## src/rtl/f_prefetch_buf_if.sv

```systemverilog
// f_prefetch_buf_if: fetch-side push and decode-side pop handshakes of the prefetch queue
interface f_prefetch_buf_if #(parameter int AW = 2);
  logic          flush;
  logic          in_valid;
  logic [31:0]   in_pc;
  logic [31:0]   in_instr;
  logic          in_ready;
  logic          out_valid;
  logic [31:0]   out_pc;
  logic [31:0]   out_instr;
  logic          out_ready;
  logic [AW:0]   count;
  modport master (
    output flush, in_valid, in_pc, in_instr, out_ready,
    input  in_ready, out_valid, out_pc, out_instr, count
  );
  modport slave (
    input  flush, in_valid, in_pc, in_instr, out_ready,
    output in_ready, out_valid, out_pc, out_instr, count
  );
endinterface

```

## src/rtl/f_prefetch_buf.sv

```systemverilog
// f_prefetch_buf: DEPTH-entry circular queue of {pc, instr} feeding decode; drives a NOP bubble when empty
module f_prefetch_buf #(
  parameter int DEPTH = 4,
  parameter int AW    = 2
) (
  input logic clk,
  input logic reset,
  f_prefetch_buf_if.slave bus
);
  logic [63:0]   mem [DEPTH];
  logic [AW-1:0] wr_ptr, rd_ptr;
  logic [AW:0]   cnt;
  logic          push, pop;
  assign bus.in_ready  = cnt != (AW+1)'(DEPTH);
  assign bus.out_valid = cnt != '0;
  assign bus.count     = cnt;
  assign push = bus.in_valid & bus.in_ready;
  assign pop  = bus.out_valid & bus.out_ready;
  always_comb begin
    bus.out_pc    = bus.out_valid ? mem[rd_ptr][63:32] : 32'h0;
    bus.out_instr = bus.out_valid ? mem[rd_ptr][31:0]  : 32'h0;
  end
  always_ff @(posedge clk)
    if (!reset || bus.flush) begin
      wr_ptr <= '0;
      rd_ptr <= '0;
      cnt    <= '0;
    end else begin
      if (push) wr_ptr <= wr_ptr + 1'b1;
      if (pop) rd_ptr <= rd_ptr + 1'b1;
      cnt <= cnt + {{AW{1'b0}}, push} - {{AW{1'b0}}, pop};
    end
  // Storage is not reset; a word offered during reset or flush is dropped
  always_ff @(posedge clk)
    if (reset && !bus.flush && push) mem[wr_ptr] <= {bus.in_pc, bus.in_instr};
endmodule

```

## src/flat_wrapper.sv

```systemverilog
// flat-port wrapper written by rule: the top's interface ports become plain ports
module f_prefetch_buf_flat 
#(
  parameter int DEPTH = 4,
  parameter int AW    = 2
)
  (clk, reset, bus_flush, bus_in_valid, bus_in_pc, bus_in_instr, bus_out_ready, bus_in_ready, bus_out_valid, bus_out_pc, bus_out_instr, bus_count);
  f_prefetch_buf_if #(.AW(AW)) bus_i ();
  input logic clk;
  input logic reset;
  input wire logic [$bits(bus_i.flush)-1:0] bus_flush;
  input wire logic [$bits(bus_i.in_valid)-1:0] bus_in_valid;
  input wire logic [$bits(bus_i.in_pc)-1:0] bus_in_pc;
  input wire logic [$bits(bus_i.in_instr)-1:0] bus_in_instr;
  input wire logic [$bits(bus_i.out_ready)-1:0] bus_out_ready;
  output wire logic [$bits(bus_i.in_ready)-1:0] bus_in_ready;
  output wire logic [$bits(bus_i.out_valid)-1:0] bus_out_valid;
  output wire logic [$bits(bus_i.out_pc)-1:0] bus_out_pc;
  output wire logic [$bits(bus_i.out_instr)-1:0] bus_out_instr;
  output wire logic [$bits(bus_i.count)-1:0] bus_count;
  assign bus_i.flush = bus_flush;
  assign bus_i.in_valid = bus_in_valid;
  assign bus_i.in_pc = bus_in_pc;
  assign bus_i.in_instr = bus_in_instr;
  assign bus_i.out_ready = bus_out_ready;
  assign bus_in_ready = bus_i.in_ready;
  assign bus_out_valid = bus_i.out_valid;
  assign bus_out_pc = bus_i.out_pc;
  assign bus_out_instr = bus_i.out_instr;
  assign bus_count = bus_i.count;
  f_prefetch_buf #(.DEPTH(DEPTH), .AW(AW)) u_core (.clk(clk), .reset(reset), .bus(bus_i));
endmodule
```

## config.mk

```make
export PLATFORM = sky130hd
export DESIGN_NAME = f_prefetch_buf_flat
export DESIGN_NICKNAME = d
export VERILOG_FILES = /design/src/rtl/f_prefetch_buf_if.sv /design/src/rtl/f_prefetch_buf.sv /design/src/flat_wrapper.sv
export SDC_FILE = /design/constraint.sdc
export NUM_CORES = 1
export LEC_CHECK = 0
export CELL_PAD_IN_SITES_DETAIL_PLACEMENT = 0
export CELL_PAD_IN_SITES_GLOBAL_PLACEMENT = 1
export CORE_AREA = 2 2 193 119
export CTS_BUF_LIST = sky130_fd_sc_hd__clkbuf_8
export CTS_CLUSTER_DIAMETER = 120
export DETAILED_ROUTE_END_ITERATION = 8
export DIE_AREA = 0 0 195 121
export PLACE_DENSITY = 0.76
export SLEW_MARGIN = 20
export SYNTH_ARGS = -nofsm -noshare
export SYNTH_HDL_FRONTEND = slang
export SYNTH_SLANG_ARGS = --single-unit
```

## constraint.sdc

```tcl
create_clock -name clk -period 7.4 [get_ports clk]
set_input_delay 1.48 -clock clk [delete_from_list [all_inputs] [get_ports clk]]
set_output_delay 1.48 -clock clk [all_outputs]
set_load 0.1 [all_outputs]
```

# == Word level (Yosys, flattened, before mapping) ==
# Memory sizes are Yosys's and may differ from the RTL's. A register that Yosys moved wholly into a read port is not among the register bits.
# Index checks and enable logic that the tools add are counted.
# op_classes
addsub,4
n_mul,0
div,0
order_cmp,0
eq_ne,1
shifts,0
n_mux,6
n_bitwise,2
n_reduce_logical,6
# ops
op,count
32-bit two-way mux,2
"2-bit by 1-bit adder with 2-bit output, second input constant",2
2-bit two-way mux,2
3-bit by 1-bit adder with 3-bit output,1
"3-bit inequality test, second input constant",1
3-bit nonzero test,1
3-bit by 1-bit subtractor with 3-bit output,1
1-bit bitwise AND,2
1-bit logical AND,2
1-bit zero test,2
1-bit two-way mux,2
1-bit logical OR,1
# word_totals
register_bits,7
latch_bits,0
mem_bits_rw,256
rom_bits,0
input_bits,69
elab_cells,23
mem_count,1
# mem_list
name,depth,width,rd,rd_ports_with_merged_regs,write_ports,line_no,rtl
u_core.mem,4,64,1,1,1,f_prefetch_buf.sv:10,logic [63:0] mem [DEPTH];

# == Longest topological paths before layout ==
# Gate-level depths: netlist of the first run.
# logic_depth
depth_word,5
ltp_mapped,10
mapped_depth_nobuf,10

# == Least setup slack after synthesis of the first run ==
# Ideal clock, no wire load.
# synth_path
path_type,register to output
startpoint,"register u_core.cnt[1], in the netlist u_core.bus.count[1]"
endpoint,output bus_out_pc[22]
arrival_time_ns,3.127
required_ns,5.920
slack_ns,2.793
stages_incl_launch_ff,4
n_path_buf,1
path_cell_list,dfxtp_1 > or3_1 > clkbuf_1 > and2_1
# synth_via
elab_chain_cells,2
# synth_rtl
element,line_no,rtl
from (decl),f_prefetch_buf.sv:12,logic [AW:0] cnt;
from (signal assigned),f_prefetch_buf.sv:31,"cnt <= cnt + {{AW{1'b0}}, push} - {{AW{1'b0}}, pop};"
3-bit nonzero test,f_prefetch_buf.sv:15,assign bus.out_valid = cnt != '0;
named net bus_out_valid,flat_wrapper.sv:17,output wire logic [$bits(bus_i.out_valid)-1:0] bus_out_valid;
32-bit two-way mux,f_prefetch_buf.sv:20,bus.out_pc = bus.out_valid ? mem[rd_ptr][63:32] : 32'h0;
to (decl),flat_wrapper.sv:18,output wire logic [$bits(bus_i.out_pc)-1:0] bus_out_pc;
# The timed path passes the listed nets, and every way through them passes these cells.

==> impl_metrics.csv, run 1 <==
group,metric,value,unit
routing,first_iter_violations,341,
final_layout,drive_gt1_share,19.6,%
routing,vias_per_cell,5.22,
final_layout,finalNonFillerCells,928,
timing,slew_viol_final,0,
global_route,antenna_found_initial,3,
power,peakVddDrop,0.000174,V
setup_path,max_stage_delay,0.98,ns
timing,fin_hold_ws,0.506,ns
floorplan,core.rowCount,42,
global_route,grt_max_degree,66,
timing,timing.final.crit_period,5.25,ns
final_layout,area_growth,23.3,%
global_route,overflow,0,
clock_tree,cts-root-buf,"clkbuf_8",
logic_synthesis,synth-seq-area-share,77.5,%
floorplan,fp.dieH,121,microns
setup_path,crit_buf_inv,2,
global_route,grtUsageTotal,16.6,%
clock_tree,hold_buffers,0,
floorplan,coreArea,21800,sq um
clock_tree,h-tree-depth,2,
logic_synthesis,synth.distinct_cells,27,
floorplan,die_w,195,microns
placement,dp_hpwl,10300,microns
setup_path,cp-end-kind,"output pin",
final_layout,fin_util,57.6,%
floorplan,die-area,23600,sq um
clock_tree,clk_latency,0.50,ns
logic_synthesis,yosysWarnings,0,
timing,timing.clock.skew,0.0114,ns
setup_path,crit_required,5.92,ns
final_layout,final_common_cell,"edfxtp_1",
placement,dpl-instance-area,11800,sq um
logic_synthesis,synth_seq_cells,265,
routing,ant_nets,0,
setup_path,worstPathMaxFanout,35,
timing,worstMarginPinSlew,1.05,ns
setup_path,path_delay_family,"buffers and inverters",
global_route,grt_pass1_vias,5262,
timing,rsz0062_at_grt,"false",
logic_synthesis,synth.avg_cell_area,22.3,sq um
final_layout,final_nets,689,
placement,port-buffer-count,137,
placement,place_ws,2.58,ns
clock_tree,clock_path_buffers,3,
clock_tree,cts_tree,"done",
routing,drt_wl_total,19100,microns
final_layout,final_cell_mix,"edfxtp_1 (256), clkdlybuf4s50_1 (137), and2_1 (65)",
setup_path,crit_path_start_kind,"flip-flop",
clock_tree,clk_pin_slew,0.06,ns
timing,hold_violations,0,
setup_path,cp_slowest_cell,"clkdlybuf4s50_1",
timing,fin_tns_setup,0,ns
power,total_power,3.63,mW
power,p_leak,4.00,nW
setup_path,arrival,3.77,ns
final_layout,final_area,12500,sq um
logic_synthesis,syn_area,10200,sq um
placement,gp_congestion,0.701,
flow_run,cap_viol_max_count,0,
routing,drt_first_pass_iters,5,
timing,finalWorstSetupSlack,2.15,ns
worst_hold_path,hold_depth,2,
setup_path,cp.depth,4,
setup_path,path_cells,"buf_4, mux4_2, and2_1, clkdlybuf4s50_1",
power,power_density,290,nW/um^2
timing,max_freq,0.190,GHz
timing,maxSlewHeadroom,30.1,%
clock_tree,postCtsSetupBuffers,0,
logic_synthesis,synth_cells,455,
setup_path,path_class,"reg2out",
final_layout,seqCellArea,7880,sq um
timing,finalCritPeriodShare,71.0,%
clock_tree,cts-resized-gates,0,
final_layout,multi_input_area,2140,sq um
clock_tree,numCtsBuffers,40,
global_route,grt_first_pass_wirelength,29500,microns
outcome,run_status,"finished clean",
worst_hold_path,hold_class,"reg2reg",
setup_path,rr_worst_depth,10,
placement,dp_cells,857,
timing,setup_viol,0,
final_layout,fillCellCount,1649,
clock_tree,clock_sinks,265,
routing,vias,4846,
routing,post-route-drc-count,0,
floorplan,ioPinCount,138,
logic_synthesis,syn_nets,531,
floorplan,start_util,46.7,%
routing,routedWlPerCell,20.5,microns
[sequential cells by signal, summed over array words and instances (netlist names), named ones only]
register,flops
u_core.rd_ptr,2
u_core.bus.count,3
u_core.mem,256
u_core.wr_ptr,2
[area by class of cell]
cell class	count	share of cell area (%)
repair buffers	138	11.0
diodes	3	0.0599
well taps	286	2.86
clock inverters	22	0.889
clock buffers	46	5.05
flip-flops and latches	265	62.9
inverters	6	0.180
multi-input cells	162	17.1
[cells by family after synthesis]
| family | Yosys count | synth area share [%] |
|---|---|---|
| simple gates | 84 | 5.10 |
| compound gates | 4 | 0.333 |
| fa+ha+maj | 7 | 0.936 |
| xor+xnor | 3 | 0.259 |
| mux | 64 | 14.2 |
| buf+inv | 28 | 1.71 |
| flops | 265 | 77.5 |
[per-layer routing]
metal | track usage [%] | vias up | part of all wire, %
li1 | - | 2165 | -
met1 | 22.9 | 2508 | 45
met2 | 26.0 | 146 | 46
met3 | 5.31 | 25 | 7.4
met4 | 4.06 | 2 | 1.0
met5 | 0 | - | 0.058
[tightest hold or removal path, delay by kind of cell, from the launching register on]
| kind | cells | cell delay, ns |
|---|---|---|
| AOI/OAI and AO/OA | 1 | 0.05 |
| DFF | 1 | 0.34 |
| and+or+nand+nor | 1 | 0.07 |
[cell usage after synthesis, drive strengths merged]
master	count	area share, %
nand2b	1	0.062
o31ai	2	0.20
nor3	1	0.049
inv	6	0.22
and3	4	0.25
mux4	64	14
nor2	5	0.18
o21ai	1	0.049
nand2	1	0.037
o311ai	1	0.086
or3	1	0.062
nor2b	1	0.062
or3b	1	0.11
nand4	2	0.12
edfxtp	256	76
ha	6	0.74
dfxtp	9	1.8
buf	14	1.2
xor2	3	0.26
clkbuf	8	0.31
fa	1	0.20
and2	67	4.2
[power by group]
group	internal, mW	switching, mW	total (mW)
logic	0.212	0.623	0.834
clock network	0.597	0.514	1.11
registers	1.67	0.0160	1.68
total	2.48	1.15	3.63
[worst paths after layout]
check	endpoint	slack [ns]	startpoint
max	bus_out_instr[14]	2.15	flip-flop
min	u_core.wr_ptr[0]	0.51	u_core.wr_ptr[0]
max reg2reg	u_core.bus.count[2]	5.05	u_core.bus.count[1]
min reg2reg	u_core.wr_ptr[0]	0.51	u_core.wr_ptr[0]
Note: power is estimated with default switching activity, not from simulation.
==> inputs of run 2 (changes only) <==
Settings changed: CORE_AREA 2 2 193 119 to 2 2 197 122, DIE_AREA 0 0 195 121 to 0 0 199 124.
Clock period 7.4 ns to 4.45 ns, I/O delays scaled along.
==> impl_metrics.csv, run 2 (synthesized netlist as in run 1, its figures left out) <==
group,metric,value,unit
clock_tree,clock_sinks,265,
global_route,grt_use_met2,25.3,%
power,p_leak,4.10,nW
setup_path,ff2ff_setup_slack,2.14,ns
final_layout,final_nets,691,
routing,routedWlPerCell,20.2,microns
setup_path,crit_buf_inv,2,
timing,maxSlewHeadroom,32.4,%
routing,vias_per_cell,5.10,
global_route,grt_first_pass_wirelength,29300,microns
setup_path,cp_slowest_cell,"dfxtp_4",
clock_tree,cts-root-buf,"clkbuf_8",
final_layout,largest_reg_flops,256,
global_route,antenna_found_initial,1,
timing,finalCritPeriodShare,79.7,%
routing,ant_nets,0,
timing,rsz0062_at_grt,"false",
clock_tree,postCtsSetupBuffers,0,
floorplan,coreArea,22800,sq um
timing,max_freq,0.282,GHz
timing,timing.final.crit_period,3.55,ns
global_route,grt_pass1_vias,5220,
floorplan,fp.dieH,124,microns
clock_tree,cts-resized-gates,0,
floorplan,die_w,199,microns
global_route,met1_usage,22.6,%
timing,worstMarginPinSlew,1.01,ns
global_route,overflow,0,
worst_hold_path,min_to,"u_core.wr_ptr[0]",
setup_path,r2r-start,"u_core.bus.count[1]",
setup_path,crit_required,3.56,ns
floorplan,start_util,44.6,%
power,peakVddDrop,0.000280,V
global_route,met3_usage,4.20,%
setup_path,cp-end-kind,"output pin",
setup_path,arrival,2.66,ns
setup_path,path_cells,"buf_4, mux4_2, and2_1, buf_4",
clock_tree,h-tree-depth,2,
routing,drt_wl_total,19400,microns
floorplan,die-area,24700,sq um
placement,gp_congestion,0.781,
timing,setup_viol,0,
clock_tree,clock_path_buffers,3,
timing,timing.clock.skew,0.0196,ns
final_layout,final_cell_mix,"edfxtp_1 (256), clkdlybuf4s50_1 (72), buf_4 (70)",
setup_path,r2r_end,"u_core.bus.count[2]",
clock_tree,clk_latency,0.50,ns
final_layout,fillCellCount,1760,
routing,first_iter_violations,284,
placement,dp_hpwl,11300,microns
clock_tree,clk_pin_slew,0.06,ns
setup_path,crit_top_cell,"buf_4",
floorplan,ioPinCount,138,
setup_path,worstPathMaxFanout,28,
outcome,run_status,"finished clean",
setup_path,max_stage_delay,0.70,ns
final_layout,top_register,"u_core.mem",
clock_tree,hold_buffers,0,
routing,post-route-drc-count,0,
timing,fin_tns_setup,0,ns
power,total_power,5.97,mW
global_route,grtUsageTotal,16.1,%
timing,hold_violations,0,
setup_path,rr_worst_depth,10,
global_route,grt_max_degree,65,
global_route,busiest_layer,"met2",
timing,slew_viol_final,0,
clock_tree,cts_tree,"done",
final_layout,final_common_cell,"edfxtp_1",
routing,vias,4883,
worst_hold_path,min_from,"u_core.wr_ptr[0]",
setup_path,crit_path_start_kind,"flip-flop",
routing,drt_first_pass_iters,4,
final_layout,area_growth,22.0,%
worst_hold_path,hold_class,"reg2reg",
placement,port-buffer-count,137,
floorplan,core.rowCount,43,
worst_hold_path,hold_depth,2,
clock_tree,numCtsBuffers,38,
flow_run,cap_viol_max_count,0,
power,power_density,482,nW/um^2
setup_path,path_class,"reg2out",
setup_path,path_delay_family,"flip-flops",
final_layout,drive_gt1_share,29.6,%
[run 2: where the power goes]
part | leakage (nW) | internal (mW) | switching, mW
clock | 0.403 | 0.962 | 0.857
combinational | 1.31 | 0.322 | 1.04
sequential | 2.39 | 2.77 | 0.0237
total | 4.10 | 4.06 | 1.92
[run 2: per-stage QoR]
stage | area (sq um) | util [%] | hold slack [ns] | instances | setup slack [ns]
after floorplan | 10200 | - | 0.462 | 455 | 0.433
final | 12400 | 54.5 | 0.509 | 958 | 0.901
after detailed placement | 11700 | 51.3 | 0.494 | 890 | 1.23
after global routing | 12400 | 54.4 | 0.530 | 957 | 0.646
after CTS | 12400 | 54.4 | 0.504 | 957 | 0.770
after global placement | 11700 | 51.3 | 0.476 | 890 | 1.31
[run 2: metal layers]
metal / part of all wire [%] / up-vias
li1: - / 2169
met1: 44 / 2501
met2: 45 / 179
met3: 8.6 / 32
met4: 1.5 / 2
met5: 0.067 / -
[run 2: worst max path at each step]
stage | to | slack (ns) | cells after the start
5_1_grt | bus_out_instr[12] | 0.65 | 4
4_1_cts | bus_out_instr[12] | 0.77 | 4
2_1_floorplan | bus_out_pc[22] | 0.43 | 3
3_5_place_dp | u_core.mem[0][34] | 1.23 | 3
6_report | bus_out_instr[12] | 0.90 | 4
3_3_place_gp | u_core.mem[1][34] | 1.31 | 3
[run 2: layout make-up]
class	instances	area, sq um	share of cell area [%]
diodes	1	2.50	0.0202
clock buffers	41	564	4.55
clock inverters	26	153	1.23
inverters	6	22.5	0.182
multi-input cells	162	2140	17.2
flip-flops and latches	265	7880	63.5
well taps	315	394	3.18
repair buffers	142	1250	10.1
[run 2: worst min-delay path: cells and delay by family, from the launching register on]
| family | cells | cell delay (ns) |
|---|---|---|
| and+or+nand+nor | 1 | 0.07 |
| DFF | 1 | 0.35 |
| AOI/OAI and AO/OA | 1 | 0.05 |
==> inputs of run 3 (changes only) <==
Clock period 4.45 ns to 2.9 ns, I/O delays scaled along.
==> impl_metrics.csv, run 3 (synthesized netlist as in run 1, its figures left out) <==
group,metric,value,unit
outcome,run_status,"finished clean",
timing,finalCritPeriodShare,94.4,%
routing,ant_nets,0,
final_layout,area_growth,32.9,%
setup_path,arrival,2.16,ns
setup_path,r2r-start,"u_core.bus.count[1]",
timing,setup_viol,0,
timing,slew_viol_final,0,
worst_hold_path,min_to,"u_core.wr_ptr[0]",
floorplan,core.rowCount,43,
floorplan,start_util,44.6,%
worst_hold_path,hold_class,"reg2reg",
global_route,grt_max_degree,66,
clock_tree,clk_pin_slew,0.06,ns
placement,dp_hpwl,12400,microns
final_layout,final_nets,706,
setup_path,crit_path_start_kind,"flip-flop",
timing,hold_violations,0,
flow_run,cap_viol_max_count,0,
floorplan,die-area,24700,sq um
power,power_density,715,nW/um^2
final_layout,final_cell_mix,"edfxtp_1 (256), buf_12 (74), clkdlybuf4s50_1 (68)",
routing,post-route-drc-count,0,
setup_path,cp-end-kind,"output pin",
setup_path,crit_required,2.32,ns
clock_tree,clock_path_buffers,3,
global_route,grt_pass1_vias,5285,
worst_hold_path,hold_depth,2,
clock_tree,clock_sinks,265,
worst_hold_path,min_from,"u_core.wr_ptr[0]",
timing,finalWorstSetupSlack,0.161,ns
final_layout,fillCellCount,1645,
setup_path,rr_worst_depth,10,
clock_tree,clk_latency,0.50,ns
final_layout,top_register,"u_core.mem",
final_layout,seqCellArea,7880,sq um
routing,vias,4887,
placement,gp_congestion,0.728,
timing,timing.clock.skew,0.0111,ns
clock_tree,h-tree-depth,2,
clock_tree,numCtsBuffers,38,
placement,port-buffer-count,137,
routing,first_iter_violations,372,
final_layout,final_common_cell,"edfxtp_1",
floorplan,coreArea,22800,sq um
setup_path,ff2ff_setup_slack,0.68,ns
final_layout,largest_reg_flops,256,
routing,drt_first_pass_iters,5,
global_route,overflow,0,
setup_path,path_class,"reg2out",
global_route,grtUsageTotal,16.4,%
floorplan,fp.dieH,124,microns
routing,vias_per_cell,5.03,
clock_tree,cts-root-buf,"clkbuf_8",
power,p_leak,4.47,nW
timing,rsz0062_at_grt,"false",
timing,timing.final.crit_period,2.74,ns
final_layout,diodes,0,
setup_path,r2r_end,"u_core.bus.count[2]",
clock_tree,hold_buffers,0,
floorplan,die_w,199,microns
timing,worstMarginPinSlew,0.556,ns
power,peakVddDrop,0.000359,V
timing,max_freq,0.365,GHz
routing,drt_wl_total,19400,microns
clock_tree,cts_tree,"done",
setup_path,worstPathMaxFanout,9,
final_layout,multi_input_area,2210,sq um
global_route,grt_first_pass_wirelength,29900,microns
final_layout,drive_gt1_share,41.6,%
global_route,antenna_found_initial,0,
placement,place_ws,0.250,ns
final_layout,fin_util,59.3,%
timing,maxSlewHeadroom,62.9,%
floorplan,ioPinCount,138,
routing,routedWlPerCell,20.0,microns
-- run 3: power breakdown --
| group | internal, mW | total, mW | switching (mW) |
|---|---|---|---|
| Clock | 1.48 | 2.76 | 1.28 |
| Sequential | 4.25 | 4.28 | 0.0257 |
| Combinational | 0.931 | 2.60 | 1.67 |
| Total | 6.67 | 9.65 | 2.98 |
-- run 3: stage by stage --
| step | instances | setup TNS, ns | hold slack [ns] | power, mW | instance area, sq um |
|---|---|---|---|---|---|
| 3_3_place_gp | 903 | 0 | 0.474 | 6.96 | 12800 |
| 3_5_place_dp | 903 | 0 | 0.508 | 6.99 | 12800 |
| 4_1_cts | 972 | 0 | 0.518 | 9.77 | 13500 |
| 5_1_grt | 972 | 0 | 0.560 | 10.0 | 13500 |
| 2_1_floorplan | 455 | -46.96 | 0.462 | 6.00 | 10200 |
| 6_report | 972 | 0 | 0.517 | 9.65 | 13500 |
-- run 3: layout make-up --
type,instances,share of cell area (%)
clock buffer,41,4.18
clock inverter,26,1.16
inverter,6,0.167
multi-input combinational,162,16.4
sequential,265,58.4
tap,315,2.92
timing repair buffer,157,16.9
-- run 3: what timing repair did --
item	4_1_cts	5_1_grt
buffers inserted	2	0
endpoints found under the setup margin	33	0
gates resized for setup	0	0
-- run 3: metal layers --
layer  wire (microns)  global-route usage, %  up-vias
li1                 -                      -     2198
met1             8290                   23.0     2452
met2             9280                   27.0      213
met3             1610                   3.60       24
met4              237                   3.31        0
met5                0                      0        -
-- run 3: how the worst max path moves through the flow --
stage,startpoint,cells after the start,slack [ns],endpoint
2_1_floorplan,u_core.bus.count[0],4,-0.18,u_core.mem[0][0]
3_3_place_gp,bus_out_ready,11,0.27,u_core.bus.count[2]
3_5_place_dp,bus_out_ready,11,0.25,u_core.bus.count[2]
4_1_cts,flip-flop,4,0.1,bus_out_instr[6]
5_1_grt,flip-flop,4,0.05,bus_out_instr[6]
6_report,flip-flop,4,0.16,bus_out_instr[6]
-- run 3: critical path, cell delays in order (launching register included) --
cell     delay (ns)
dfxtp_4        0.46
buf_4          0.26
mux4_2         0.54
and2_2         0.23
buf_12         0.16
